## src/rtl/layer_output_dispatcher.sv

```systemverilog
// -----------------------------------------------------------------------------
// layer_output_dispatcher
//
// Transmit side of the inter-layer ack protocol. When the MAC stage pulses
// start, all NUM_OUT results on data_in are captured in parallel. They are
// then replayed one word per beat, in index order, whenever ready is high.
// Every transferred word comes with a one-cycle ack pulse. done pulses once
// after the last ack of a pass. All flops update on the falling edge of clk.
//
// Optional build macro: LAYER_DISPATCH_GAP_EN
//   When this macro is defined, a one-cycle GAP state is inserted after every
//   ack except the last one. ack is therefore never high on two consecutive
//   cycles.
//
// Ports:
//   clk        clock (falling-edge active)
//   rst        asynchronous active-low reset
//   start      one-cycle pulse; data_in valid in the same cycle
//   data_in    packed results, element k at [k*DATA_W +: DATA_W]
//   ready      downstream can take a beat this cycle
//   out_data   current result word (registered)
//   out_idx    index of out_data (registered)
//   ack        one-cycle pulse per transferred word
//   busy       high while a pass is in flight
//   done       one-cycle pulse after the final ack of a pass
//   start_err  sticky flag: start seen while not idle
// -----------------------------------------------------------------------------
module layer_output_dispatcher #(
  parameter int NUM_OUT = 2,
  parameter int DATA_W  = 16,
  parameter int IDX_W   = 1
) (
  input  logic                      clk,
  input  logic                      rst,
  input  logic                      start,
  input  logic [NUM_OUT*DATA_W-1:0] data_in,
  input  logic                      ready,
  output logic [DATA_W-1:0]         out_data,
  output logic [IDX_W-1:0]          out_idx,
  output logic                      ack,
  output logic                      busy,
  output logic                      done,
  output logic                      start_err
);

  typedef enum logic [1:0] {
    ST_IDLE = 2'd0,
    ST_SEND = 2'd1,
    ST_DONE = 2'd2,
    ST_GAP  = 2'd3
  } state_t;

  state_t                           state_q, state_d;
  logic [IDX_W-1:0]                 idx_q, idx_d;
  logic [NUM_OUT-1:0][DATA_W-1:0]   hold_q, hold_d;
  logic [DATA_W-1:0]                out_data_q, out_data_d;
  logic [IDX_W-1:0]                 out_idx_q, out_idx_d;
  logic                             ack_q, ack_d;
  logic                             busy_q, busy_d;
  logic                             done_q, done_d;
  logic                             err_q, err_d;

  logic [DATA_W-1:0]                cur_word;
  logic                             last_idx;

  // The word selection is written as a compare-mux over the elements. This
  // keeps it valid when IDX_W is wider than the minimum needed for NUM_OUT.
  always_comb begin
    cur_word = '0;
    for (int k = 0; k < NUM_OUT; k++) begin
      if (idx_q == IDX_W'(k)) cur_word = hold_q[k];
    end
  end

  assign last_idx = (idx_q == IDX_W'(NUM_OUT - 1));

  always_comb begin
    state_d    = state_q;
    idx_d      = idx_q;
    hold_d     = hold_q;
    out_data_d = out_data_q;
    out_idx_d  = out_idx_q;
    ack_d      = 1'b0;
    busy_d     = busy_q;
    done_d     = 1'b0;
    err_d      = err_q;

    // A start that arrives in any state other than IDLE is dropped and is
    // recorded. This includes the DONE cycle.
    if (start && (state_q != ST_IDLE)) err_d = 1'b1;

    case (state_q)
      ST_IDLE: begin
        if (start) begin
          hold_d  = data_in;
          idx_d   = '0;
          busy_d  = 1'b1;
          state_d = ST_SEND;
        end
      end
      ST_SEND: begin
        if (ready) begin
          out_data_d = cur_word;
          out_idx_d  = idx_q;
          ack_d      = 1'b1;
          if (last_idx) begin
            state_d = ST_DONE;
          end else begin
            idx_d = idx_q + 1'b1;
`ifdef LAYER_DISPATCH_GAP_EN
            state_d = ST_GAP;
`endif
          end
        end
      end
      // This state is only reachable when the gap build is enabled. It
      // ignores ready for exactly one cycle.
      ST_GAP: begin
        state_d = ST_SEND;
      end
      ST_DONE: begin
        done_d  = 1'b1;
        busy_d  = 1'b0;
        idx_d   = '0;
        state_d = ST_IDLE;
      end
      default: state_d = ST_IDLE;
    endcase
  end

  always_ff @(negedge clk or negedge rst) begin
    if (!rst) begin
      state_q    <= ST_IDLE;
      idx_q      <= '0;
      hold_q     <= '0;
      out_data_q <= '0;
      out_idx_q  <= '0;
      ack_q      <= 1'b0;
      busy_q     <= 1'b0;
      done_q     <= 1'b0;
      err_q      <= 1'b0;
    end else begin
      state_q    <= state_d;
      idx_q      <= idx_d;
      hold_q     <= hold_d;
      out_data_q <= out_data_d;
      out_idx_q  <= out_idx_d;
      ack_q      <= ack_d;
      busy_q     <= busy_d;
      done_q     <= done_d;
      err_q      <= err_d;
    end
  end

  assign out_data  = out_data_q;
  assign out_idx   = out_idx_q;
  assign ack       = ack_q;
  assign busy      = busy_q;
  assign done      = done_q;
  assign start_err = err_q;

endmodule

```

## config.mk

```make
export PLATFORM = sky130hd
export DESIGN_NAME = layer_output_dispatcher
export DESIGN_NICKNAME = d
export VERILOG_FILES = /design/src/rtl/layer_output_dispatcher.sv
export SDC_FILE = /design/constraint.sdc
export NUM_CORES = 1
export LEC_CHECK = 0
export ABC_AREA = 1
export ABC_CLOCK_PERIOD_IN_PS = 1300
export CAP_MARGIN = 20
export CORE_AREA = 2 2 78 80
export DETAILED_ROUTE_END_ITERATION = 12
export DIE_AREA = 0 0 80 82
export GPL_ROUTABILITY_DRIVEN = 0
export GPL_TIMING_DRIVEN = 0
export PLACE_DENSITY = 0.72
export SLEW_MARGIN = 20
export SYNTH_ARGS = -nofsm -noshare
export SYNTH_HDL_FRONTEND = slang
export SYNTH_SLANG_ARGS = --single-unit
```

## constraint.sdc

```tcl
create_clock -name clk -period 1.3 [get_ports clk]
set_input_delay 0.26 -clock clk [delete_from_list [all_inputs] [get_ports clk]]
set_output_delay 0.26 -clock clk [all_outputs]
set_load 0.02 [all_outputs]
```

Yosys cells after proc, flatten, opt, wreduce, memory -nomap -nowiden
Cells that the tools add are included.
{ "totals": {"reg_bits": 56, "input_bits": 36, "out_inout_bits": 21, "wordCells": 41} }
{ "classes": {"n_addsub": 1, "eq_ne": 6, "n_mux": 14, "n_reduce_logical": 10} }
{ "ops": {"columns": ["cell", "n"], "rows": [
  ["$mux W16", 1],
  ["$pmux W2 S4", 1],
  ["$mux W1", 7],
  ["$mux W2", 3],
  ["$ne A2 B2 Y1 const B", 3],
  ["$reduce_and A2 Y1", 3],
  ["$reduce_and A3 Y1", 2],
  ["$eq A2 B2 Y1 const B", 2],
  ["$reduce_bool A2 Y1", 2],
  ["$pmux W1 S3", 1],
  ["$reduce_bool A3 Y1", 1],
  ["$eq A2 B1 Y1 const B", 1],
  ["$logic_not A2 Y1", 1],
  ["$pmux W1 S2", 1],
  ["$add A1 B1 Y1 const B", 1],
  ["$logic_and A1 B1 Y1", 1]
]} }

Logic depth before layout (Yosys ltp)
{ "depth": {"ltp_word": 4, "depth_mapped": 7, "mapped_depth_nobuf": 6} }

==> tab_implementation.tex <==
\begin{tabular}{lr}
\hline
Metric & Value \\
\hline
\multicolumn{2}{l}{\textbf{Run status}} \\
\quad Run status & finished with violations \\
\quad Failing checks & setup timing \\
\multicolumn{2}{l}{\textbf{Global route}} \\
\quad Combined global-route utilization of all metal layers & 0.193 \\
\quad Via count of the first global-routing pass & 2023 \\
\quad Global-route wire length before repair & 9.56 mm \\
\quad Maximum number of pins on one net before global-route repair & 57 \\
\quad Number of antenna violations at the first check in global routing & 0 \\
\quad Global route overflow & 0 \\
\multicolumn{2}{l}{\textbf{Logic synthesis}} \\
\quad Cell types occupying the most area after synthesis & sky130\_fd\_sc\_hd\_\_dfrtn\_1 (58\%), sky130\_fd\_sc\_hd\_\_nand2\_1 (19\%), sky130\_fd\_sc\_hd\_\_a21oi\_2 (6.2\%) \\
\quad Largest family of logic cells by synthesized area & simple AND/OR/NAND/NOR gates \\
\quad Largest area contributor in the synthesized netlist & sky130\_fd\_sc\_hd\_\_dfrtn\_1 \\
\quad Flip-flop and latch count after synthesis & 56 \\
\quad Top-area cell type share of the netlist area & 0.581 \\
\quad Post-Synth Simple-Gate Area & 0.232 \\
\quad Share of synthesized cell area in full adder, half adder and majority cells & 0.0259 \\
\quad Post-synthesis async set-or-reset flop share & 1.00 \\
\quad Leading register cell type out of synthesis & sky130\_fd\_sc\_hd\_\_dfrtn\_1 \\
\quad Count of yosys warnings during synthesis & 0 \\
\quad Share of the yosys chip area belonging to registers & 0.581 \\
\quad Fraction of the mapped netlist area in compound gates & 0.102 \\
\quad Synthesized Nets & 304 \\
\quad Most frequent cells after synthesis & sky130\_fd\_sc\_hd\_\_nand2\_1 (122), sky130\_fd\_sc\_hd\_\_dfrtn\_1 (56), sky130\_fd\_sc\_hd\_\_a21oi\_2 (17) \\
\quad Multiplexer share of the synthesized area & 0 \\
\quad Most frequent cell after synthesis & sky130\_fd\_sc\_hd\_\_nand2\_1 \\
\quad Number of synthesized flops with an enable pin & 0 \\
\quad Per-instance average area after synthesis & 9.17 µm² \\
\quad Area share of xor/xnor cells in the synthesized design & 0 \\
\quad Syn Std Cell Area & 0.00241 mm² \\
\quad Post-synthesis instance total & 263 \\
\quad Yosys cell types & 21 \\
\multicolumn{2}{l}{\textbf{Finish}} \\
\quad Area Growth Syn to Fin & 65.4\% \\
\quad Summed area of non-filler cells in the final layout & 0.00399 mm² \\
\quad Post-Layout Cell Count & 434 \\
\quad Layout cells sized above 1 & 0.457 \\
\quad Antenna Diode Count & 0 \\
\quad Final Net Count & 400 \\
\multicolumn{2}{l}{\textbf{Timing}} \\
\quad Worst Slack Setup Final & -0.505 ns \\
\quad Number of endpoints with negative hold slack in the final report & 0 \\
\quad Minimum hold slack & 0.428 ns \\
\quad Headroom to the max-slew limit & 0.519 \\
\quad Largest clock skew in the final design & 0.00495 ns \\
\quad Least-Margin Pin Slew & 0.722 ns \\
\quad Count of endpoints failing setup in the final report & 55 \\
\quad Unrepaired setup endpoints after global routing & true \\
\quad Pins Over Slew Limit & 0 \\
\multicolumn{2}{l}{\textbf{Clocking}} \\
\quad H-tree depth & 2 \\
\quad Clock latency at the later pin of the worst-skew pair & 0.31 ns \\
\quad Clk buf depth & 2 \\
\quad Root Buffer & sky130\_fd\_sc\_hd\_\_clkbuf\_8 \\
\quad Clock edge transition at the registers on the reported setup and hold paths & 0.06 ns \\
\quad Hold-fix buffer count after cts & 0 \\
\quad TritonCTS sink count & 56 \\
\quad CTS tree & yes \\
\quad Number of buffers created by CTS & 5 \\
\multicolumn{2}{l}{\textbf{Place}} \\
\quad Instance area after placement & 0.00316 mm² \\
\quad DP Cell Count & 394 \\
\quad HPWL after detailed placement & 3.73 mm \\
\quad Port-buffer cells & 56 \\
\quad Place WS & -0.958 ns \\
\multicolumn{2}{l}{\textbf{Detailed routing}} \\
\quad DRC violation count after routing & 0 \\
\quad First-pass iteration count of the detailed router & 4 \\
\quad Total length of routed wires & 6.80 mm \\
\quad Number of nets with antenna violations after routing & 0 \\
\quad Drt via density & 4.89 \\
\quad Routed WL per cell & 15.7 µm \\
\quad DRC violation total after the first TritonRoute iteration & 136 \\
\quad Via count & 2121 \\
\multicolumn{2}{l}{\textbf{Worst hold path}} \\
\quad Min-Delay Startpoint & hold\_q[28] \\
\quad Worst hold path type & register to register \\
\quad Min-Delay Endpoint & hold\_q[28] \\
\quad Hold Path Cell Cnt & 2 \\
\multicolumn{2}{l}{\textbf{Critical path}} \\
\quad Crit. End Element & primary output \\
\quad Cell family with the largest share of critical-path delay & flip-flops \\
\quad Buf/Inv on CP & 1 \\
\quad Data arrival time of the worst path & 1.55 ns \\
\quad Maximum fanout along the worst path & 2 \\
\quad Critical path data required time & 1.04 ns \\
\quad Kind of launch point of the worst setup path & register \\
\quad Setup slack, reg-to-reg & -0.03 ns \\
\quad End of the worst register-to-register path & hold\_q[3] \\
\quad Kind of critical path & register to primary output \\
\quad CP peak stage delay & 0.45 ns \\
\quad Slowest CP cell & sky130\_fd\_sc\_hd\_\_dfrtn\_1 \\
\quad Critical R2R Launch & state\_q[0] \\
\quad Cell-by-cell listing of the critical path & buf\_6 \\
\quad Start point of the critical path & out\_data[15] \\
\quad Count of cells along the worst register-to-register path & 7 \\
\multicolumn{2}{l}{\textbf{Pwr}} \\
\quad Peak supply drop & 1.15 mV \\
\quad Leak pwr & 0.00193 µW \\
\quad Power after layout & 9230 µW \\
\quad Pwr dens & 2310 mW/mm² \\
\multicolumn{2}{l}{\textbf{Floorplanning}} \\
\quad Core footprint & 0.00575 mm² \\
\quad FP Rows & 28 \\
\quad Area of the die & 0.00656 mm² \\
\quad Die Wd & 80 µm \\
\quad Die outline height & 82 µm \\
\quad I/O pin total & 57 \\
\quad Starting density of the core & 0.420 \\
\multicolumn{2}{l}{\textbf{Job}} \\
\quad \# Max-Cap Violations & 0 \\
\hline
\end{tabular}
[how the worst max path moves through the flow]
stage / to / slack, ns / depth (start not counted)
5_1_grt: out_data[15] / -0.54 / 1
3_5_place_dp: out_data[9] / -0.96 / 5
4_1_cts: out_data[15] / -0.51 / 1
6_report: out_data[15] / -0.51 / 1
2_1_floorplan: out_data[6] / -0.15 / 5
3_3_place_gp: hold_q[15] / -2.27 / 1
[per-stage QoR]
| step | TNS [ns] | util |
|---|---|---|
| 5_1_grt | -12.50 | 0.694 |
| 2_1_floorplan | -6.06 | - |
| 3_3_place_gp | -185.54 | 0.551 |
| 3_5_place_dp | -65.87 | 0.550 |
| 4_1_cts | -9.99 | 0.605 |
| 6_report | -10.69 | 0.694 |
[sequential cells by signal, summed over array words and instances, names as in the netlist]
signal and count:
start_err 1, out_idx 1, busy 1, hold_q 32
done 1, idx_q 1, out_data 16, ack 1
state_q 2
[power by group]
part           switching (µW)  internal [µW]
Combinational            2570           2490
Clock                     553            369
Sequential                626           2630
[cells in the final DEF (no fill, tap or decap), types with 2 or more instances in the layout]
master	n
sky130_fd_sc_hd__nand2_1	81
sky130_fd_sc_hd__dfrtn_1	56
sky130_fd_sc_hd__buf_6	29
sky130_fd_sc_hd__nand2_2	26
sky130_fd_sc_hd__buf_4	26
sky130_fd_sc_hd__clkdlybuf4s50_1	23
sky130_fd_sc_hd__a21oi_2	17
sky130_fd_sc_hd__nand2_4	13
sky130_fd_sc_hd__a21oi_4	11
sky130_fd_sc_hd__nor2_2	9
sky130_fd_sc_hd__nor2_1	7
sky130_fd_sc_hd__dlymetal6s2s_1	6
sky130_fd_sc_hd__buf_8	5
sky130_fd_sc_hd__clkbuf_8	5
sky130_fd_sc_hd__nand2_8	4
sky130_fd_sc_hd__a21oi_1	4
sky130_fd_sc_hd__inv_1	4
sky130_fd_sc_hd__nand4_1	3
sky130_fd_sc_hd__o21ai_1	3
sky130_fd_sc_hd__ha_4	3
sky130_fd_sc_hd__clkbuf_16	3
sky130_fd_sc_hd__dlygate4sd2_1	3
sky130_fd_sc_hd__inv_2	2
sky130_fd_sc_hd__inv_4	2
sky130_fd_sc_hd__inv_6	2
sky130_fd_sc_hd__ha_1	2
[area by class of cell]
class	instances	area [µm²]
clock buffers	6	72.6
repair inverters	1	8.76
repair buffers	88	937
plain buffers	10	119
well taps	75	93.8
flip-flops and latches	56	1400
clock inverters	1	5.00
multi-input cells	186	1280
fillers	431	1760
inverters	11	71.3
[logic make-up (layout without fill, tap and decap cells)]
kind of cell,after synthesis,after routing
adders and majority gates,5,5
and+or+nand+nor,144,145
DFF,56,56
buffers and inverters,22,117
AOI/OAI and AO/OA,36,36
[layer usage]
| metal | vias up | track usage | part of all wire |
|---|---|---|---|
| met2 | 48 | 0.334 | 0.53 |
| met3 | 12 | 0.0352 | 0.033 |
| li1 | 1022 | - | - |
| met1 | 1039 | 0.247 | 0.42 |
| met5 | - | 0 | 0 |
| met4 | 0 | 0.0610 | 0.017 |
[timing repair]
| item | in CTS | in global routing |
|---|---|---|
| setup endpoints to repair | 76 | 70 |
| gates cloned | 2 | 4 |
| pin swaps | 3 | 14 |
| setup buffers | 18 | 10 |
| resized for setup | 158 | 92 |
Note: power is estimated with default switching activity, not from simulation.
